**config.mk**
```make
export PLATFORM = sky130hd
export DESIGN_NAME = pipe_skid
export DESIGN_NICKNAME = d
export VERILOG_FILES = /design/src/rtl/ysyx_23060251_pipe_pkg.sv /design/src/rtl/pipe_skid_perf.sv /design/src/rtl/pipe_skid.sv
export SDC_FILE = /design/constraint.sdc
export NUM_CORES = 1
export LEC_CHECK = 0
export ABC_AREA = 1
export BUFFER_PORTS_ARGS = -buffer_cell sky130_fd_sc_hd__buf_2
export CORE_UTILIZATION = 57
export DETAILED_ROUTE_END_ITERATION = 8
export GPL_TIMING_DRIVEN = 0
export PLACE_DENSITY = 0.85
export SLEW_MARGIN = 40
export SYNTH_ARGS = -nofsm -noshare
export SYNTH_HDL_FRONTEND = slang
export SYNTH_SLANG_ARGS = --single-unit
```
**constraint.sdc**
```tcl
create_clock -name clk -period 5.2 [get_ports clk]
set_input_delay 0.26 -clock clk [delete_from_list [all_inputs] [get_ports clk]]
set_output_delay 0.26 -clock clk [all_outputs]
set_load 0.005 [all_outputs]
```
**src/rtl/ysyx_23060251_pipe_pkg.sv**
```systemverilog
// Purpose   : shared types and constants for the pipe_skid slice.
// Latency   : n/a (declarations only).
// Backpress.: n/a.
// Contents  : pipe_state_e (EMPTY/BUSY/FULL), PERF_CNT_W, occupancy helpers.
package ysyx_23060251_pipe_pkg;

    // Occupancy of the main/skid pair.
    typedef enum logic [1:0] {
        ST_EMPTY = 2'b00,   // neither register holds a beat
        ST_BUSY  = 2'b01,   // main holds a beat
        ST_FULL  = 2'b10    // main and skid both hold a beat
    } pipe_state_e;

    // Width of the optional performance counters.
    localparam int unsigned PERF_CNT_W = 32;

    // Upstream may push whenever the skid slot is free.
    function automatic logic state_has_room(input pipe_state_e s);
        return (s != ST_FULL);
    endfunction

    // Downstream sees a beat whenever main is occupied.
    function automatic logic state_has_data(input pipe_state_e s);
        return (s != ST_EMPTY);
    endfunction

endpackage

```
**src/rtl/pipe_skid_perf.sv**
```systemverilog
// Purpose   : stall / full-occupancy event counters for pipe_skid.
// Latency   : counters reflect an event one cycle after it is presented.
// Backpress.: none; pure observer, never stalls the pipe.
// Macro     : YSYX_23060251_PIPE_PERF_EN (module exists only when defined).
// Ports     : clk, rst (sync active-low), i_stall, i_full -> o_stall_cnt, o_full_cnt.
`ifdef YSYX_23060251_PIPE_PERF_EN
module pipe_skid_perf
    import ysyx_23060251_pipe_pkg::*;
(
    input  logic                  clk,
    input  logic                  rst,
    input  logic                  i_stall,
    input  logic                  i_full,
    output logic [PERF_CNT_W-1:0] o_stall_cnt,
    output logic [PERF_CNT_W-1:0] o_full_cnt
);

    logic [PERF_CNT_W-1:0] r_stall_cnt;
    logic [PERF_CNT_W-1:0] r_full_cnt;

    // Counters wrap naturally; only reset clears them (flush does not).
    always_ff @(posedge clk) begin
        if (!rst) begin
            r_stall_cnt <= '0;
            r_full_cnt  <= '0;
        end else begin
            if (i_stall) begin
                r_stall_cnt <= r_stall_cnt + PERF_CNT_W'(1);
            end
            if (i_full) begin
                r_full_cnt <= r_full_cnt + PERF_CNT_W'(1);
            end
        end
    end

    assign o_stall_cnt = r_stall_cnt;
    assign o_full_cnt  = r_full_cnt;

endmodule
`endif

```
**src/rtl/pipe_skid.sv**
```systemverilog
// Purpose   : fully registered valid/ready pipeline stage with a one-entry skid buffer.
// Latency   : 1 cycle from in_fire to pout_valid; 1 beat/cycle sustained.
// Backpress.: pin_ready is a flop (low only when main+skid are full); no comb path from pout_ready.
// Ports     : clk, rst (sync active-low), flush, pin_valid/pin_data/pin_ready (upstream),
//             pout_valid/pout_data/pout_ready (downstream); with YSYX_23060251_PIPE_PERF_EN
//             also perf_stall_cnt / perf_full_cnt.
module pipe_skid
    import ysyx_23060251_pipe_pkg::*;
#(
    parameter int DATA_WIDTH = 32
)
(
    input  logic                  clk,
    input  logic                  rst,
    input  logic                  flush,
    input  logic                  pin_valid,
    input  logic [DATA_WIDTH-1:0] pin_data,
    output logic                  pin_ready,
    output logic                  pout_valid,
    output logic [DATA_WIDTH-1:0] pout_data,
    input  logic                  pout_ready
`ifdef YSYX_23060251_PIPE_PERF_EN
    ,
    output logic [PERF_CNT_W-1:0] perf_stall_cnt,
    output logic [PERF_CNT_W-1:0] perf_full_cnt
`endif
);

    pipe_state_e           r_state;
    pipe_state_e           w_state_nxt;
    logic                  r_pin_ready;
    logic                  r_pout_valid;
    logic [DATA_WIDTH-1:0] r_main;
    logic [DATA_WIDTH-1:0] r_skid;

    logic                  w_in_fire;
    logic                  w_out_fire;
    logic                  w_load_main_in;
    logic                  w_load_main_skid;
    logic                  w_load_skid;
    logic                  w_pin_ready_nxt;
    logic                  w_pout_valid_nxt;

    // Handshakes are evaluated against the registered outputs, which is
    // what the neighbours actually observe.
    assign w_in_fire  = pin_valid    & r_pin_ready;
    assign w_out_fire = r_pout_valid & pout_ready;

    // ------------------------------------------------------------------
    // State register. Ready/valid are registered copies of the next-state
    // decode so that both outputs come straight from flops.
    // ------------------------------------------------------------------
    always_ff @(posedge clk) begin
        if (!rst) begin
            r_state      <= ST_EMPTY;
            r_pin_ready  <= 1'b1;
            r_pout_valid <= 1'b0;
        end else begin
            r_state      <= w_state_nxt;
            r_pin_ready  <= w_pin_ready_nxt;
            r_pout_valid <= w_pout_valid_nxt;
        end
    end

    // ------------------------------------------------------------------
    // Next-state logic. Flush overrides every normal transition; reset is
    // applied above it in the state register.
    // ------------------------------------------------------------------
    always_comb begin
        w_state_nxt = r_state;
        if (flush) begin
            w_state_nxt = ST_EMPTY;
        end else begin
            case (r_state)
                ST_EMPTY: begin
                    if (w_in_fire) begin
                        w_state_nxt = ST_BUSY;
                    end
                end
                ST_BUSY: begin
                    if (w_in_fire && !w_out_fire) begin
                        w_state_nxt = ST_FULL;
                    end else if (!w_in_fire && w_out_fire) begin
                        w_state_nxt = ST_EMPTY;
                    end
                end
                ST_FULL: begin
                    if (w_out_fire) begin
                        w_state_nxt = ST_BUSY;
                    end
                end
                default: begin
                    w_state_nxt = ST_EMPTY;
                end
            endcase
        end
    end

    // ------------------------------------------------------------------
    // Output / datapath-enable logic.
    // ------------------------------------------------------------------
    always_comb begin
        w_load_main_in   = 1'b0;
        w_load_main_skid = 1'b0;
        w_load_skid      = 1'b0;
        w_pin_ready_nxt  = state_has_room(w_state_nxt);
        w_pout_valid_nxt = state_has_data(w_state_nxt);
        if (!flush) begin
            case (r_state)
                ST_EMPTY: begin
                    w_load_main_in = w_in_fire;
                end
                ST_BUSY: begin
                    // Simultaneous in/out replaces main in place; an
                    // unmatched push parks the new beat in skid.
                    if (w_in_fire && w_out_fire) begin
                        w_load_main_in = 1'b1;
                    end else if (w_in_fire) begin
                        w_load_skid = 1'b1;
                    end
                end
                ST_FULL: begin
                    w_load_main_skid = w_out_fire;
                end
                default: begin
                    w_load_main_in = 1'b0;
                end
            endcase
        end
    end

    // Payload registers carry no reset; their contents are masked on the
    // output whenever pout_valid is low.
    always_ff @(posedge clk) begin
        if (w_load_main_in) begin
            r_main <= pin_data;
        end else if (w_load_main_skid) begin
            r_main <= r_skid;
        end
        if (w_load_skid) begin
            r_skid <= pin_data;
        end
    end

    assign pin_ready  = r_pin_ready;
    assign pout_valid = r_pout_valid;
    assign pout_data  = r_main & {DATA_WIDTH{r_pout_valid}};

`ifdef YSYX_23060251_PIPE_PERF_EN
    pipe_skid_perf u_perf (
        .clk         (clk),
        .rst         (rst),
        .i_stall     (r_pout_valid & ~pout_ready),
        .i_full      (r_state == ST_FULL),
        .o_stall_cnt (perf_stall_cnt),
        .o_full_cnt  (perf_full_cnt)
    );
`endif

endmodule

```
After elaboration in Yosys (flattened, before gate mapping). Cells that the tools add are included.

Register bits: 68. Latch bits: 0. Bits in writable memories: 0. ROM bits: 0. Input port bits: 37. Memories: 0.

Add/subtract/negate cells: 0. Multipliers: 0. Div/mod/pow operators: 0. Magnitude comparators: 0. Equality and inequality tests: 3. Shifts and indexed selects: 0. Muxes and demuxes: 17. Bitwise operators: 3. Reduce and logical (&&, ||, !) cells: 8.

Operators by type and width (count): 2-to-1 mux 32 bit (2); bitwise AND 32 bit (1); 2-to-1 mux 2 bit (5); 2-to-1 mux 1 bit (8); one-hot mux 2 bit (3 select lines) (1); nonzero test 2 bit (2); logical AND 1 bit (3); bitwise AND 1 bit (2); equality test 2 x 1 -> 1 bit (second input constant) (1); equality test 2 bit (second input constant) (1); zero test 1 bit (2); zero test 2 bit (1); inequality test 2 bit (second input constant) (1); one-hot mux 1 bit (2 select lines) (1).

Logic depth before layout (Yosys ltp).
Depth in word-level cells: 8. Gate-level depth with buffers: 8.

Worst setup path after synthesis. No wires, ideal clock.

Path type: register to register. Start: reg r_pin_ready (netlist: pin_ready). End: reg r_skid[0], enable pin. Library setup time: 0.421 ns. Arrival time: 1.995 ns. Required time: 4.779 ns. Slack: 2.784 ns. Stages on the path, launching flop included: 5. Buffers on the path: 0. Period minus slack after synthesis: 2.416 ns. Cells stage by stage: dfxtp_1 nand2_1 nor2_1 nand3_1 nor2_1.

Word-level cells in the longest chain between the ends: 5. Elaborated cells between the ends (all ways): 6. Classes of those cells: mux (4); bitwise (1); reduce/logical (1).

Ends and longest elaborated chain: start, declared (RTL line pipe_skid.sv:31) `logic r_pin_ready;`; start signal, assigned (RTL line pipe_skid.sv:60) `r_pin_ready <= w_pin_ready_nxt;`; bitwise AND 1 bit (*) (RTL line pipe_skid.sv:46) `assign w_in_fire = pin_valid & r_pin_ready;`; 2-to-1 mux 1 bit or logical AND 1 bit (tied branches) (RTL line pipe_skid.sv:118, pipe_skid.sv:116); 2-to-1 mux 1 bit (*) (RTL line pipe_skid.sv:116) `if (w_in_fire && w_out_fire) begin`; 2-to-1 mux 1 bit (*) (RTL line pipe_skid.sv:109) `case (r_state)`; 2-to-1 mux 1 bit (*) (RTL line pipe_skid.sv:108) `if (!flush) begin`; via w_load_skid (RTL line pipe_skid.sv:40) `logic w_load_skid;`; end signal, assigned (RTL line pipe_skid.sv:141) `r_skid <= pin_data;`; end, declared (RTL line pipe_skid.sv:34) `logic [DATA_WIDTH-1:0] r_skid;`.

The timed path passes the listed nets; every way through them passes the cells marked *. A chain may end at the register's enable or synchronous reset.

Worst setup path in the final report.
Start: reg r_pout_valid (netlist: pout_valid). End: reg r_main[28], enable pin.

Word-level cells in the longest chain between the ends: 6. Elaborated cells between the ends (all ways): 8. Classes of those cells: mux (5); bitwise (1); reduce/logical (2).

Ends and longest elaborated chain: start, declared (RTL line pipe_skid.sv:32) `logic r_pout_valid;`; start signal, assigned (RTL line pipe_skid.sv:61) `r_pout_valid <= w_pout_valid_nxt;`; bitwise AND 1 bit (*) (RTL line pipe_skid.sv:47) `assign w_out_fire = r_pout_valid & pout_ready;`; logical AND 1 bit (RTL line pipe_skid.sv:116); 2-to-1 mux 1 bit (RTL line pipe_skid.sv:116); one-hot mux 1 bit (2 select lines) (RTL line pipe_skid.sv:109); 2-to-1 mux 1 bit (RTL line pipe_skid.sv:108); nonzero test 2 bit (no source line) (*); end signal, assigned (RTL line pipe_skid.sv:136) `r_main <= pin_data;`; end signal, assigned (RTL line pipe_skid.sv:138) `r_main <= r_skid;`; end, declared (RTL line pipe_skid.sv:33) `logic [DATA_WIDTH-1:0] r_main;`.

Mark *: on every way between the ends. The rest lies on a longest branch, timed or not.

==> metrics.txt <==
Crit path max-delay family simple AND/OR/NAND/NOR gates; setup TNS 0 ns; H-tree Lvls 3; largest net degree at the start of global routing 33; IO Count 71; Detailed Route Iter0 Violations 76; TritonCTS Buffers 9; Pint 853 uW; critical path required time 5.17 ns; met2 global-route usage 32.8%; die height 73.1 um; WL per Instance 11.6 um; Setup CP Type flip-flop to flip-flop; met3 Use GR around 6.4%; power share of the combinational group 8.3%; Fillers 347; sequential area share after synthesis a little over two thirds; Final HPWL DP ~3.5 mm; Chip Width between 70 and 80 um; Max VDD drop 0.000234 V; Hold Fails Final Rpt 0; global-route wire length before repair 7.50 mm; Pwr Density 310 mW/mm2; Buf/Inv on CP 2; port bufs 70; Static Leak 1.84 nW; Post-Route WL 4.83 mm; type of destination of the critical path flip-flop; CTS Root Cell clkbuf_8; initial antenna violation count 0; FF/Latch Area 0.00200 mm2; cts repair resizes 0; Vias/cell 4.65; cells on worst reg2reg path 6; CP cell instances buf_4 > nand2_4 > nand2_1 > nand3_2 > clkbuf_2 > nand2_2; Slowest cell on crit path nand2_2; RePlAce Congestion 0.674; gr busiest metal met2; vias 1,936; final core utilization 73.7%; Max clock buf depth 2; Total Routing Usage GR roughly 20%; core area 0.00479 mm2; Flop pwr share 57.0%; syn nets 299; flops & latches, synth 68; Tightest Pin Transition 0.748 ns; Antenna Violating Nets Remaining 0; final hold slack 0.107 ns; Die ar. approximately 0.0053 mm2; Initial Utilization between 60 and 70%; Final min period 1.92 ns; Sw Ratio 22.0%; share of layout cells above drive strength 1 31.2%; Final Cycle Share 37.0%; Clock Latency Late Sink roughly 0.34 ns; area grow syn2layout 22.3%; Row Count 25; YS warnings 0; gr ovfl total 0; max cap viols 0; Mapped Cells 262; postcts setup bufs 0; CP max stage delay 0.59 ns; status finished clean; # setup viols final 0; CTS tree yes; dpl ws around 3.3 ns; f_max around 520 MHz; Slew HR between 40% and 50%; 1st-pass router iterations 5; Crit Path Max Fanout 32; WP data arrival 1.89 ns; Synth Cell Area 0.00288 mm2; mean post-synth cell area 11.0 um2; Hold Path Class primary input to flip-flop; met1 GRT Util 22.5%; Antenna Cells 0; CP startpoint kind flip-flop; CTS clk-pin slew, worst paths 0.07 ns; multi-input combinational cell area 552 um2; Post-CTS Hold Buffers 0; vias in the first global route roughly 1,700; Sink Count 68; Netlist cell types 17; Final WS setup ~3.3 ns; Hold Crit Depth 1; Slew Limit Fails 0; total power 1.09 mW; DRC viols 0; reported net switching power 240 uW; Max Clock Skew about 0.0036 ns; fin nets 381; clock group share of total power 34.7%; Stages on worst setup path 6; RSZ-0062 raised after global routing false
## worst reg2reg max path, stage by stage (launching register included)
cell	delay (ns)
dfxtp_1	0.34
buf_4	0.16
nand2_4	0.07
nand2_1	0.07
nand3_2	0.10
clkbuf_2	0.22
nand2_2	0.59
## path summary, 6_finish.rpt
check | startpoint | to | slack, ns
worst min register to register | r_skid[3]$_DFFE_PP_ | r_main[3]$_DFFE_PP_ | 0.53
worst max-delay path | pout_valid$_SDFF_PN0_ | r_main[28]$_DFFE_PP_ | 3.28
worst min-delay path | pin_data[13] | r_skid[13]$_DFFE_PP_ | 0.11
worst max register to register | pout_valid$_SDFF_PN0_ | r_main[28]$_DFFE_PP_ | 3.28
## layout make-up
| type | count | share of cell area, % |
|---|---|---|
| well taps | 67 | 2.38 |
| clock buffers | 14 | 4.61 |
| flip-flops and latches | 68 | 56.7 |
| repair buffers | 71 | 10.7 |
| clock inverters | 2 | 0.284 |
| multi-input cells | 115 | 15.6 |
| plain buffers | 11 | 2.41 |
| inverters | 68 | 7.23 |
## registers in the layout, indices dropped and copies added (netlist names)
register / cells
r_main: 32
r_skid: 32
r_state: 2
pin_ready: 1
pout_valid: 1
## metrics by stage
step / instance area [um2] / cells
detailed placement: 3360 / 400
global route: 3530 / 416
CTS: 3530 / 416
global placement: 3320 / 399
floorplan: 2880 / 262
finish: 3530 / 416
## placed cells by master (no fill, tap or decap)
master / count
nand2_1: 71
buf_2: 71
inv_1: 68
edfxtp_1: 64
o21ai_1: 17
o21ai_2: 13
clkbuf_8: 11
clkbuf_1: 6
buf_6: 5
nand3_1: 4
dfxtp_1: 4
nor2_1: 3
o21ai_0: 2
clkinv_2: 2
buf_4: 1
nand2_4: 1
nand3_2: 1
clkbuf_2: 1
nand2_2: 1
nor2_4: 1
nand4_1: 1
buf_16: 1
## synth_stat cells
master | number | area (um2)
o21ai_2 | 13 | 114
nand3_1 | 4 | 20.0
clkbuf_2 | 1 | 5.00
inv_1 | 68 | 255
buf_6 | 5 | 56.3
edfxtp_1 | 64 | 1920
buf_4 | 1 | 7.51
nand2_1 | 72 | 270
nand3_2 | 1 | 10.0
nand2_4 | 1 | 11.3
nand4_1 | 1 | 6.26
nor2_1 | 4 | 15.0
dfxtp_1 | 4 | 80.1
buf_2 | 1 | 5.00
clkbuf_1 | 3 | 11.3
o21ai_1 | 17 | 85.1
o21ai_0 | 2 | 10.0
## per-layer routing
layer	share of wire [%]	wire length, um
met5	0	0
met4	2.3	109
met3	7.4	358
met2	48	2330
met1	42	2040
## power groups by stage
| stage | combinational [mW] | clock [mW] | sequential (mW) |
|---|---|---|---|
| after floorplan | 0.0518 | 0 | 0.635 |
| after global placement | 0.0862 | 0 | 0.635 |
| after detailed placement | 0.0916 | 0 | 0.635 |
| after CTS | 0.0917 | 0.390 | 0.623 |
| after global routing | 0.102 | 0.408 | 0.624 |
| final | 0.0906 | 0.380 | 0.623 |
## cells by family after synthesis
kind of cell / synth area share, %
buffers and inverters: 11.8
AO/OA/AOI/OAI: 7.25
AND/OR/NAND/NOR: 11.5
flip-flops: 69.4
Power figures use the tool's default switching activity.
